`src/rtl/multi_pattern_generator_pkg.sv`:
```
`default_nettype none
// ============================================================================
//  Module      : pattern_gen_pkg
//  Description : Shared word encodings, colour palette and pattern-mode enum
//                for the multi-mode LCD debug pattern source.
//  Revision    : 1.0 - initial release
// ============================================================================
package pattern_gen_pkg;

    // Command words share the 17-bit stream with pixels; bit 16 marks a command.
    localparam logic [16:0] CMD_FRAME_START = 17'h10000;
    localparam logic [16:0] CMD_ROW_START   = 17'h10001;
    localparam logic [16:0] CMD_FRAME_END   = 17'h1FFFF;

    // RGB565 palette, entry 0 is the rightmost element of the concatenation.
    localparam logic [7:0][15:0] PALETTE = {
        16'h0000, 16'h001F, 16'hF800, 16'hF81F,
        16'h07E0, 16'h07FF, 16'hFFE0, 16'hFFFF
    };

    typedef enum logic [1:0] {
        PM_BARS     = 2'd0,
        PM_GRADIENT = 2'd1,
        PM_CHECKER  = 2'd2,
        PM_SOLID    = 2'd3
    } pattern_mode_t;

    // Counter width helper that never returns zero for degenerate sizes.
    function automatic int clog2_min1(input int n);
        return (n > 1) ? $clog2(n) : 1;
    endfunction

endpackage
`default_nettype wire

```
`src/rtl/multi_pattern_generator_pixel_calc.sv`:
```
`default_nettype none
// ============================================================================
//  Module      : pattern_pixel_calc
//  Description : Combinational RGB565 pixel generator for the four debug
//                patterns. The bar index arrives precomputed from a per-bar
//                column counter so no divider is needed here.
//  Revision    : 1.0 - initial release
// ============================================================================
module pattern_pixel_calc
    import pattern_gen_pkg::*;
#(
    parameter int COL_W         = 9,
    parameter int ROW_W         = 9,
    parameter int BAR_W         = 4,
    parameter int CHECKER_SHIFT = 4
) (
    input  pattern_mode_t    mode,
    input  logic [COL_W-1:0] col,
    input  logic [ROW_W-1:0] row,
    input  logic [4:0]       fc,
    input  logic [BAR_W-1:0] bar_idx,
    output logic [15:0]      pixel
);

    logic [2:0] w_bar_sel;
    logic [2:0] w_solid_sel;
    logic       w_tile_odd;
    logic       w_checker_on;

    // Bar colours wrap through the 8-entry palette.
    assign w_bar_sel    = 3'(bar_idx);
    assign w_solid_sel  = fc[2:0];
    // Tile parity: low bit of the tile coordinates differs, then flipped every frame.
    assign w_tile_odd   = (((32'(col) >> CHECKER_SHIFT) & 32'd1) != ((32'(row) >> CHECKER_SHIFT) & 32'd1));
    assign w_checker_on = w_tile_odd ^ fc[0];

    // Select the pattern pixel for the current coordinate.
    always_comb begin
        pixel = 16'h0000;
        case (mode)
            PM_BARS:     pixel = PALETTE[w_bar_sel];
            PM_GRADIENT: pixel = {5'(col), 6'(row), fc};
            PM_CHECKER:  pixel = w_checker_on ? 16'hFFFF : 16'h0000;
            PM_SOLID:    pixel = PALETTE[w_solid_sel];
            default:     pixel = 16'h0000;
        endcase
    end

endmodule
`default_nettype wire

```
`src/rtl/multi_pattern_generator.sv`:
```
`default_nettype none
// ============================================================================
//  Module      : multi_pattern_generator
//  Description : Multi-mode debug pattern source streaming 17-bit command /
//                RGB565 words into the LCD-side FIFO, with frame limit,
//                inter-frame gap and lossless backpressure.
//  Revision    : 1.0 - initial release
// ============================================================================
module multi_pattern_generator
    import pattern_gen_pkg::*;
#(
    parameter int FRAME_WIDTH    = 480,
    parameter int FRAME_HEIGHT   = 272,
    parameter int NUM_COLOR_BARS = 10,
    parameter int CHECKER_SHIFT  = 4,
    parameter int FRAME_GAP      = 16,
    parameter int FRAME_LIMIT    = 0
) (
    input  logic        clk,
    input  logic        reset_n,
    input  logic        enable,
    input  logic [1:0]  mode,
    input  logic        queue_full,
    output logic [16:0] queue_data,
    output logic        queue_wr_en,
    output logic        frame_done,
    output logic [15:0] frame_count,
    output logic        busy
);

    localparam int c_col_w     = clog2_min1(FRAME_WIDTH);
    localparam int c_row_w     = clog2_min1(FRAME_HEIGHT);
    localparam int c_bar_w     = clog2_min1(NUM_COLOR_BARS);
    localparam int c_gap_w     = clog2_min1(FRAME_GAP + 1);
    localparam int c_bar_width = FRAME_WIDTH / NUM_COLOR_BARS;

    localparam logic [c_col_w-1:0] c_last_col     = c_col_w'(FRAME_WIDTH - 1);
    localparam logic [c_row_w-1:0] c_last_row     = c_row_w'(FRAME_HEIGHT - 1);
    localparam logic [c_bar_w-1:0] c_last_bar     = c_bar_w'(NUM_COLOR_BARS - 1);
    localparam logic [c_col_w-1:0] c_bar_last_col = c_col_w'(c_bar_width - 1);
    localparam logic [c_gap_w-1:0] c_gap_end      = c_gap_w'(FRAME_GAP);

    localparam logic [2:0] c_st_idle        = 3'd0;
    localparam logic [2:0] c_st_frame_start = 3'd1;
    localparam logic [2:0] c_st_row_start   = 3'd2;
    localparam logic [2:0] c_st_pixels      = 3'd3;
    localparam logic [2:0] c_st_frame_end   = 3'd4;
    localparam logic [2:0] c_st_gap         = 3'd5;

    logic [2:0]         r_state;
    logic [2:0]         w_next_state;
    logic               r_word_valid;
    logic               w_fire;
    logic               w_slot;
    logic               w_load;
    logic               w_gen_valid;
    logic [16:0]        w_gen_word;
    logic [15:0]        w_pixel;
    logic [c_col_w-1:0] r_col;
    logic [c_row_w-1:0] r_row;
    logic [c_bar_w-1:0] r_bar_idx;
    logic [c_col_w-1:0] r_bar_col;
    logic [c_gap_w-1:0] r_gap_cnt;
    logic [15:0]        r_limit_cnt;
    pattern_mode_t      r_mode;
    logic [4:0]         r_fc;
    logic               w_last_col;
    logic               w_last_row;
    logic               w_limit_ok;
    logic               w_gap_done;
    logic               w_fe_write;

    // The output register is the only storage stage: a new word may enter
    // when it is empty or its current word is being written this cycle.
    assign w_fire      = r_word_valid && !queue_full;
    assign w_slot      = !r_word_valid || w_fire;
    assign w_load      = w_gen_valid && w_slot;
    assign queue_wr_en = w_fire;

    assign w_last_col  = (r_col == c_last_col);
    assign w_last_row  = (r_row == c_last_row);
    assign w_gap_done  = (r_gap_cnt == c_gap_end);
    assign w_limit_ok  = (FRAME_LIMIT == 0) || (r_limit_cnt < 16'(FRAME_LIMIT));
    // Pixels never set bit 16, so this word value uniquely marks a frame end.
    assign w_fe_write  = w_fire && (queue_data == CMD_FRAME_END);

    pattern_pixel_calc #(
        .COL_W        (c_col_w),
        .ROW_W        (c_row_w),
        .BAR_W        (c_bar_w),
        .CHECKER_SHIFT(CHECKER_SHIFT)
    ) u_pixel_calc (
        .mode   (r_mode),
        .col    (r_col),
        .row    (r_row),
        .fc     (r_fc),
        .bar_idx(r_bar_idx),
        .pixel  (w_pixel)
    );

    // State register.
    always_ff @(posedge clk or negedge reset_n) begin
        if (!reset_n) begin
            r_state <= c_st_idle;
        end else begin
            r_state <= w_next_state;
        end
    end

    // Next-state: each word-producing state advances once its word is accepted.
    always_comb begin
        w_next_state = r_state;
        case (r_state)
            c_st_idle: begin
                if (enable && w_limit_ok) w_next_state = c_st_frame_start;
            end
            c_st_frame_start: begin
                if (w_slot) w_next_state = c_st_row_start;
            end
            c_st_row_start: begin
                if (w_slot) w_next_state = c_st_pixels;
            end
            c_st_pixels: begin
                if (w_slot && w_last_col) w_next_state = w_last_row ? c_st_frame_end : c_st_row_start;
            end
            c_st_frame_end: begin
                if (w_slot) w_next_state = c_st_gap;
            end
            c_st_gap: begin
                // Gap counting only starts once the frame-end word has left.
                if (!r_word_valid && w_gap_done) w_next_state = (enable && w_limit_ok) ? c_st_frame_start : c_st_idle;
            end
            default: w_next_state = c_st_idle;
        endcase
    end

    // Output decode: word offered by the current state.
    always_comb begin
        w_gen_valid = 1'b0;
        w_gen_word  = 17'h00000;
        case (r_state)
            c_st_frame_start: begin w_gen_valid = 1'b1; w_gen_word = CMD_FRAME_START; end
            c_st_row_start:   begin w_gen_valid = 1'b1; w_gen_word = CMD_ROW_START;   end
            c_st_pixels:      begin w_gen_valid = 1'b1; w_gen_word = {1'b0, w_pixel}; end
            c_st_frame_end:   begin w_gen_valid = 1'b1; w_gen_word = CMD_FRAME_END;   end
            default:          begin w_gen_valid = 1'b0; w_gen_word = 17'h00000;       end
        endcase
    end

    assign busy = (r_state != c_st_idle);

    // Output register: hold the word stable until the FIFO accepts it.
    always_ff @(posedge clk or negedge reset_n) begin
        if (!reset_n) begin
            queue_data   <= 17'h00000;
            r_word_valid <= 1'b0;
        end else if (w_load) begin
            queue_data   <= w_gen_word;
            r_word_valid <= 1'b1;
        end else if (w_fire) begin
            r_word_valid <= 1'b0;
        end
    end

    // Position, bar, gap counters and per-frame latches advance as words are accepted.
    always_ff @(posedge clk or negedge reset_n) begin
        if (!reset_n) begin
            r_col     <= '0;
            r_row     <= '0;
            r_bar_idx <= '0;
            r_bar_col <= '0;
            r_gap_cnt <= '0;
            r_mode    <= PM_BARS;
            r_fc      <= '0;
        end else begin
            case (r_state)
                c_st_frame_start: begin
                    if (w_slot) begin
                        r_mode <= pattern_mode_t'(mode);
                        r_fc   <= frame_count[4:0];
                        r_row  <= '0;
                    end
                end
                c_st_row_start: begin
                    if (w_slot) begin
                        r_col     <= '0;
                        r_bar_idx <= '0;
                        r_bar_col <= '0;
                    end
                end
                c_st_pixels: begin
                    if (w_slot) begin
                        if (w_last_col) begin
                            r_col <= '0;
                            if (!w_last_row) r_row <= r_row + 1'b1;
                        end else begin
                            r_col <= r_col + 1'b1;
                        end
                        // The last bar stops counting so it absorbs the remainder columns.
                        if (r_bar_idx != c_last_bar) begin
                            if (r_bar_col == c_bar_last_col) begin
                                r_bar_idx <= r_bar_idx + 1'b1;
                                r_bar_col <= '0;
                            end else begin
                                r_bar_col <= r_bar_col + 1'b1;
                            end
                        end
                    end
                end
                c_st_frame_end: begin
                    if (w_slot) r_gap_cnt <= '0;
                end
                c_st_gap: begin
                    if (!r_word_valid && !w_gap_done) r_gap_cnt <= r_gap_cnt + 1'b1;
                end
                default: ;
            endcase
        end
    end

    // Frame accounting on the frame-end write; limit re-arms while idle and disabled.
    always_ff @(posedge clk or negedge reset_n) begin
        if (!reset_n) begin
            frame_done  <= 1'b0;
            frame_count <= 16'h0000;
            r_limit_cnt <= 16'h0000;
        end else begin
            frame_done <= w_fe_write;
            if (w_fe_write) begin
                frame_count <= frame_count + 16'd1;
                if (FRAME_LIMIT != 0) r_limit_cnt <= r_limit_cnt + 16'd1;
            end else if ((r_state == c_st_idle) && !enable) begin
                r_limit_cnt <= 16'h0000;
            end
        end
    end

endmodule
`default_nettype wire

```
`config.mk`:
```
export PLATFORM = sky130hd
export DESIGN_NAME = multi_pattern_generator
export DESIGN_NICKNAME = d
export VERILOG_FILES = /design/src/rtl/multi_pattern_generator_pkg.sv /design/src/rtl/multi_pattern_generator_pixel_calc.sv /design/src/rtl/multi_pattern_generator.sv
export SDC_FILE = /design/constraint.sdc
export NUM_CORES = 1
export LEC_CHECK = 0
export ABC_AREA = 0
export CAP_MARGIN = 20
export CORE_UTILIZATION = 48
export DETAILED_ROUTE_END_ITERATION = 8
export PLACE_DENSITY_LB_ADDON = 0.3
export SETUP_SLACK_MARGIN = 0.5
export SYNTH_ARGS = -nofsm -noshare
export SYNTH_HDL_FRONTEND = slang
export SYNTH_SLANG_ARGS = --single-unit
export TNS_END_PERCENT = 1
```
`constraint.sdc`:
```
create_clock -name clk -period 2.5 [get_ports clk]
set_input_delay 0.625 -clock clk [delete_from_list [all_inputs] [get_ports clk]]
set_output_delay 0.625 -clock clk [all_outputs]
set_load 0.01 [all_outputs]
```
# Word-level counts from Yosys, hierarchy flattened
# Memory sizes are Yosys's and may differ from the RTL's.
# Index checks and enable logic that the tools add are counted.
op_classes:
  addsub: 6
  magnitude_cmp: 2
  n_eq_ne: 27
  muxes: 37
  bitwise: 1
  n_reduce_logical: 25
op_table:
  columns: ["cell", "count"]
  rows:
  - ["9-bit 2-to-1 mux", 9]
  - ["17-bit one-hot mux with 4 select lines", 1]
  - ["16-bit one-hot mux with 4 select lines", 1]
  - ["9-bit one-hot mux with 2 select lines", 3]
  - ["16-bit 2-to-1 mux", 3]
  - ["9-bit by 1-bit adder with 9-bit output (second input constant)", 3]
  - ["2-bit != test (second input constant)", 12]
  - ["3-bit 2-to-1 mux", 7]
  - ["9-bit equality test (second input constant)", 2]
  - ["3-bit one-hot mux with 6 select lines", 1]
  - ["17-bit equality test (second input constant)", 1]
  - ["16-bit by 1-bit adder with 16-bit output (second input constant)", 1]
  - ["4-bit 2-to-1 mux", 4]
  - ["5-bit 2-to-1 mux", 2]
  - ["5-bit one-hot mux with 2 select lines", 1]
  - ["5-bit AND reduction", 2]
  - ["9-bit by 6-bit equality test with 1-bit output (second input constant)", 1]
  - ["3-bit by 4-bit less-than comparator with 1-bit output (second input constant)", 2]
  - ["4-bit one-hot mux with 2 select lines", 1]
  - ["2-bit nonzero test", 4]
  - ["3-bit by 2-bit equality test with 1-bit output (second input constant)", 2]
  - ["3-bit equality test (second input constant)", 2]
  - ["1-bit logical AND", 6]
  - ["3-bit AND reduction", 2]
  - ["19 further kinds", 25]
totals:
  register_bits: 81
  rom_bits: 256
  inputBits: 6
  out_inout_bits: 36
  mem_count: 2
mem_list:
  columns: ["memory", "depth", "word_bits", "rd", "rd_clocked_by_memory_dff", "write_ports", "line", "rtl"]
  rows:
  - ["(name not given)", 8, 16, 1, 0, 0, "multi_pattern_generator_pixel_calc.sv:41", "PM_BARS: pixel = PALETTE[w_bar_sel];"]
  - ["(name not given)", 8, 16, 1, 0, 0, "multi_pattern_generator_pixel_calc.sv:44", "PM_SOLID: pixel = PALETTE[w_solid_sel];"]

# Logic depth before layout (Yosys ltp)
# Gate-level depths: netlist (run 1).
logic_depth:
  word_depth: 6
  depth_mapped: 7
  mapped_depth_nobuf: 6

# Modules after synthesis
# From an unflattened synthesis (run 1), not the netlist that was laid out.
hier_totals:
  hier_cells: 493
  hier_area_um2: 4574.4
modules_own_cells:
  columns: ["module", "instances", "cells_per_inst", "area_each_um2"]
  rows:
  - ["multi_pattern_generator", 1, 439, 4239.1]
  - ["pattern_pixel_calc", 1, 54, 335.3]

# Least setup slack after synthesis (run 1)
# Ideal clock, no wire load.
synth_timing:
  kind: "input-to-reg"
  startpoint: "input queue_full"
  endpoint: "register frame_count[1]"
  setup_ns: 0.125
  arrival_ns: 1.889
  t_required_ns: 2.375
  slack_ns: 0.486
  path_stages: 5
  path_buffers: 1
  path_cell_list: "nand3b_1 -> or4_4 -> buf_6 -> nor2_1 -> mux2_2"
synth_between:
  elab_chain_len: 3
synth_rtl:
  columns: ["item", "line", "rtl"]
  rows:
  - ["from (decl)", "multi_pattern_generator.sv:23", "input logic queue_full,"]
  - ["1-bit logical NOT", "multi_pattern_generator.sv:75", "assign w_fire = r_word_valid && !queue_full;"]
  - ["1-bit logical AND", "multi_pattern_generator.sv:75", null]
  - ["1-bit logical AND", "multi_pattern_generator.sv:85", "assign w_fe_write = w_fire && (queue_data == CMD_FRAME_END);"]
  - ["to (signal assigned)", "multi_pattern_generator.sv:230", "frame_count <= frame_count + 16'd1;"]
  - ["to (decl)", "multi_pattern_generator.sv:27", "output logic [15:0] frame_count,"]
# No other way between the ends.
# A chain may end at the register's enable or synchronous reset.

# Final worst setup path (run 1)
layout_timing:
  startpoint: "register frame_count[2]"
  endpoint: "output frame_count[2]"
# No word-level cell between the ends.

==> impl_metrics.json, run 1 <==
{
  "fmax_mhz": 484,
  "worstPathMaxFanout": 8,
  "finalClockSkew_ns": 0.0143,
  "dr.first_iter.drc_count": 181,
  "stdcell_count": 625,
  "synth_cell_type_count": 59,
  "peakVddDrop_mv": 0.562,
  "syn_area_sq_um": 4390,
  "synth_top_area_share_pct": 46.2,
  "ios": 42,
  "drc_errors": 0,
  "grt_pass1_vias": 3635,
  "tritoncts": "done",
  "viasPerCell": 6.09,
  "postSynthAreaPerCell_sq_um": 9.62,
  "timing.rr.start": "r_col[0]",
  "period_needed_ns": 2.07,
  "ys_warn_count": 0,
  "drive_gt1_share_pct": 14.3,
  "clockRootBuffer": "clkbuf_8",
  "status": "completed",
  "cp_cell_sequence": "clkdlybuf4s50_1",
  "holdBufCountCts": 0,
  "overflow": 0,
  "utilization_pct": 60.3,
  "grt_first_pass_wirelength_mm": 17.9,
  "vias": 3809,
  "syn_nets": 470,
  "hp-class": "input port to async pin",
  "crit_path_start": "frame_count[2]",
  "arrival_ns": 1.44,
  "hold_viol": 0,
  "post-synth-top-area-cell": "dfrtp_1",
  "crit_type": "flop to output pin",
  "seqCellArea_sq_um": 2030,
  "nFillCells": 724,
  "ys_seq_area_share_pct": 46.2,
  "rsz0062_at_grt": "true",
  "critPathSlowestCell": "clkdlybuf4s50_1",
  "rows": 34,
  "synth_area_leaders": "dfrtp_1 46%, a21oi_1 3.8%, nand2_1 3.6%",
  "cap_violations": 0,
  "worst_pin_slew_ns": 0.598,
  "final_common_cell": "dfrtp_1",
  "wl_mm": 10.7,
  "layout_common_cells": "78 x dfrtp_1, 42 x nand2_1, 37 x clkdlybuf4s50_1",
  "clkSlewWorstSetupHoldPaths_ns": 0.09,
  "netlist_instances": 456,
  "p_leak_nw": 2.29,
  "final_antenna_net_count": 0,
  "syn2layout_area_growth_pct": 21.1,
  "clk_latency_ns": 0.36,
  "cpLargestDelayFamily": "buffers and inverters",
  "ys_ff_latch": 81,
  "synth_edf_count": 0,
  "synth_ff_type": "dfrtp_1",
  "relSlewSlack_pct": 60.1,
  "wl_per_cell_microns": 17.2,
  "grt_max_degree": 44,
  "maxSlewViolCount": 0,
  "dp_hpwl_mm": 7.50,
  "grt_use_total_pct": 23.4,
  "end_kind": "output pin",
  "p_per_area_nw_per_um2": 797,
  "port_buffers": 41,
  "cp.required_ns": 1.88,
  "slowest_delay_ns": 0.59,
  "crit_path_start_kind": "flop",
  "insertedDiodeCount": 0,
  "start_util_pct": 49.8,
  "dieArea_sq_um": 9530,
  "core_sq_um": 8810,
  "die_h_microns": 97.6,
  "clockBufferDepth": 2,
  "place.gp.congestion": 0.820,
  "placed_cells": 607,
  "fin_crit_sh_pct": 82.6,
  "h-tree-depth": 3,
  "cts_sinks": 81,
  "numCtsBuffers": 9,
  "setup_viol": 0,
  "nets": 527,
  "cp.buffers_inverters": 1,
  "firstDrtPassIters": 5,
  "async_reset_ff_share_pct": 100,
  "multiInputGateArea_sq_um": 2220,
  "fp.dieW_microns": 97.6,
  "antenna_found_initial": 0
}
## routing by layer
metal / vias up / routed length (microns) / track usage [%]
met5: - / 0 / 0
met4: 0 / 138 / 8.39
met3: 15 / 472 / 3.09
met2: 109 / 5040 / 36.9
met1: 1892 / 5080 / 33.2
li1: 1793 / - / -
## registers in the layout (all words and copies together), names as in the netlist
| signal | count |
|---|---|
| queue_data | 17 |
| frame_count | 16 |
| r_bar_col | 9 |
| r_col | 9 |
| r_row | 9 |
| r_fc | 5 |
| r_gap_cnt | 5 |
| r_bar_idx | 4 |
| r_state | 3 |
| r_mode | 2 |
| frame_done | 1 |
| r_word_valid | 1 |
## cell families after synthesis
family | synth area share (%)
buffers and inverters | 3.71
muxes | 3.71
adders and majority gates | 2.28
xor gates and xnor gates | 4.90
DFF | 46.2
AOI/OAI and AO/OA | 14.4
and+or+nand+nor | 24.8
## per-stage QoR
step / hold slack [ns] / TNS, ns / power (mW) / instance area, sq um / setup WS [ns]
detailed placement: 0.470 / -1.56 / 3.13 / 5040 / -0.0970
global placement: 0.453 / -1.47 / 3.08 / 5040 / -0.103
floorplan: 0.329 / 0 / 2.53 / 4390 / 0.529
CTS: 0.267 / 0 / 4.23 / 5300 / 0.432
global route: 0.283 / 0 / 4.46 / 5310 / 0.326
finish: 0.244 / 0 / 4.24 / 5310 / 0.435
## worst paths after layout
kind,end,slack (ns),cells after the start
setup / recovery,frame_count[2],0.43,1
hold / removal,r_gap_cnt[3],0.24,1
setup reg to reg,r_row[6],0.44,5
hold reg to reg,frame_count[15],0.49,1
max in group asynchronous,r_bar_col[6],1.63,2
min in group clk,frame_count[15],0.49,1
## synth_stat cells, types with 9 or more instances
master and n:
dfrtp_1 81, nand3_1 23, clkbuf_1 10, o21ai_0 27, a21oi_1 33, nand2_1 42, nor2_1 28, mux2_2 10
o31ai_1 10, xor2_1 18, inv_1 14, nor3_1 9, nand4_1 15
## cell type report
type	count	area share, %
Clock inverter	5	1.63
Tap cell	108	2.54
Inverter	14	0.989
Sequential cell	81	38.2
Multi-Input combinational cell	339	41.9
Clock buffer	10	2.59
Timing Repair Buffer	68	12.2
## worst register-to-register path: cells and delay by family (launching register included)
kind,cells,cell delay [ns]
AOI/OAI and AO/OA,2,0.42
adders and majority gates,1,0.25
DFF,1,0.44
and+or+nand+nor,2,0.88
## power by group
group / switching, mW / internal (mW) / total [mW]
Sequential: 0.375 / 1.58 / 1.96
Combinational: 0.565 / 0.601 / 1.17
Clock: 0.516 / 0.596 / 1.11
Total: 1.46 / 2.78 / 4.24
## timing repair
item | in CTS | in global routing
pin swaps | 0 | 0
setup endpoints to repair | 73 | 67
gates resized for setup | 9 | 3
buffers inserted | 3 | 0
No activity file was read; power rests on OpenSTA's default activity.
==> run 2: changes to the inputs <==
==> constraint.sdc (replaced) <==
create_clock -name clk -period 1.75 [get_ports clk]
set_input_delay 0.4375 -clock clk [delete_from_list [all_inputs] [get_ports clk]]
set_output_delay 0.4375 -clock clk [all_outputs]
set_load 0.01 [all_outputs]
==> impl_metrics.json, run 2 (synthesis results as in run 1) <==
{
  "layout_common_cells": "73 x dfrtp_1, 62 x buf_4, 41 x nand2_1, 41 x buf_6, 25 x nor2_1",
  "drive_gt1_share_pct": 40.3,
  "antenna_found_initial": 0,
  "ios": 42,
  "top_register": "queue_data",
  "clock_power_share_pct": 23.9,
  "cp_cell_sequence": "buf_6 -> a21o_1 -> or3_4 -> or4_4 -> a21oi_4",
  "peakVddDrop_mv": 0.656,
  "relSlewSlack_pct": 67.9,
  "clockRootBuffer": "clkbuf_8",
  "start_util_pct": 49.8,
  "status": "finished, violations left",
  "cap_violations": 0,
  "end_kind": "flop",
  "clockBufferDepth": 2,
  "largest_reg_flops": 17,
  "core_sq_um": 8810,
  "nFillCells": 627,
  "dieArea_sq_um": 9530,
  "switchingPower_mw": 2.42,
  "crit_path_start_kind": "flop",
  "nets": 591,
  "wl_mm": 12.5,
  "insertedDiodeCount": 0,
  "p_seq_share_pct": 37.8,
  "arrival_ns": 2.12,
  "rsz0062_at_grt": "true",
  "clk_latency_ns": 0.37,
  "viasPerCell": 6.02,
  "p_per_area_nw_per_um2": 1120,
  "p_leak_nw": 2.82,
  "failed_checks": "design-rule violations, negative setup slack",
  "vias": 4150,
  "die_h_microns": 97.6,
  "rows": 34,
  "cts_sinks": 81,
  "dr.first_iter.drc_count": 213,
  "period_needed_ns": 1.83,
  "hp-class": "input port to async pin",
  "switching_share_pct": 34.5,
  "setup_viol": 16,
  "overflow": 0,
  "port_buffers": 41,
  "fin_ws_ns": -0.0803,
  "clkSlewWorstSetupHoldPaths_ns": 0.09,
  "h-tree-depth": 3,
  "share_comb_of_total_power_pct": 38.2,
  "numCtsBuffers": 9,
  "worstPathMaxFanout": 4,
  "dp_hpwl_mm": 8.35,
  "wl_per_cell_microns": 18.1,
  "internal_power_mw": 4.59,
  "finalClockSkew_ns": 0.0116,
  "fin_crit_sh_pct": 105,
  "slowest_delay_ns": 0.50,
  "final_antenna_net_count": 0,
  "hold_viol": 0,
  "firstDrtPassIters": 7,
  "grt_pass1_vias": 4133,
  "worst_pin_slew_ns": 0.479,
  "multiInputGateArea_sq_um": 2610,
  "setup_tns_ns": -0.450,
  "total_power_mw": 7.02,
  "cpLargestDelayFamily": "simple AND/OR/NAND/NOR gates",
  "maxSlewViolCount": 0,
  "grt_use_total_pct": 27.4,
  "drc_errors": 7,
  "top_regs": "queue_data (17), frame_count (16)",
  "tritoncts": "done",
  "grt_max_degree": 82,
  "fp.dieW_microns": 97.6,
  "cp.buffers_inverters": 1,
  "final_common_cell": "dfrtp_1",
  "crit_type": "flop to flop",
  "cp.required_ns": 2.04,
  "seqCellArea_sq_um": 2040,
  "place.gp.congestion": 0.898,
  "grt_first_pass_wirelength_mm": 20.7,
  "fmax_mhz": 546,
  "syn2layout_area_growth_pct": 42.9,
  "critPathSlowestCell": "or4_4"
}
## run 2: cell types whose count changed in the layout (fill, tap and decap cells not counted), sizes merged
| cell | change |
|---|---|
| buf | +99 |
| bufinv | +1 |
| clkbuf | -1 |
| clkdlybuf4s15 | +1 |
| clkdlybuf4s50 | -34 |
| clkinv | +2 |
| clkinvlp | +1 |
| dlygate4sd2 | -2 |
| inv | -3 |
## run 2: layout make-up
type,count,area share (%)
Inverter,14,0.898
Clock buffer,9,1.98
Clock inverter,6,1.86
Timing Repair Buffer,132,19.0
Multi-Input combinational cell,339,41.7
Sequential cell,81,32.5
Tap cell,108,2.16
## run 2: worst paths after layout
path                                 start  slack, ns               to  cells after the start
setup / recovery                r_state[2]      -0.08         r_row[6]                      5
hold / removal                     reset_n       0.07     r_gap_cnt[2]                      2
setup reg to reg                r_state[2]      -0.08         r_row[6]                      5
hold reg to reg            frame_count[15]       0.48  frame_count[15]                      1
max in group asynchronous          reset_n       1.30   frame_count[3]                      2
min in group clk           frame_count[15]       0.48  frame_count[15]                      1
## run 2: power groups by stage
| stage | Sequential (mW) | Clock (mW) | Combinational (mW) |
|---|---|---|---|
| after detailed placement | 2.61 | 0 | 2.33 |
| after floorplan | 2.72 | 0 | 0.943 |
| after CTS | 2.61 | 1.70 | 2.48 |
| final | 2.66 | 1.68 | 2.68 |
| after global routing | 2.71 | 1.77 | 2.86 |
| after global placement | 2.60 | 0 | 2.27 |
## run 2: stage by stage
step	utilization (%)	hold WS [ns]	instances	cell area [sq um]	setup WS (ns)
after global routing	71.2	0.118	689	6270	-0.113
final	71.2	0.0734	689	6270	-0.0803
after floorplan	-	0.142	456	4510	0.0286
after detailed placement	63.8	0.470	665	5620	-0.675
after CTS	69.2	0.105	687	6090	-0.0668
after global placement	63.8	0.460	665	5620	-0.650
## run 2: what timing repair did
action,4_1_cts,5_1_grt
resized for setup,214,50
hold buffers,0,0
endpoints found under the setup margin,116,117
hold endpoints to repair,0,0
pin swaps,36,23
buffers inserted,7,2
## run 2: layer usage
layer  track usage, %  vias to the layer above  share of wire, %
met5                0                        -                 0
met4             11.1                        0               1.9
met3             3.38                       25               4.0
met2             44.1                      118                50
met1             37.6                     2091                44
li1                 -                     1916                 -
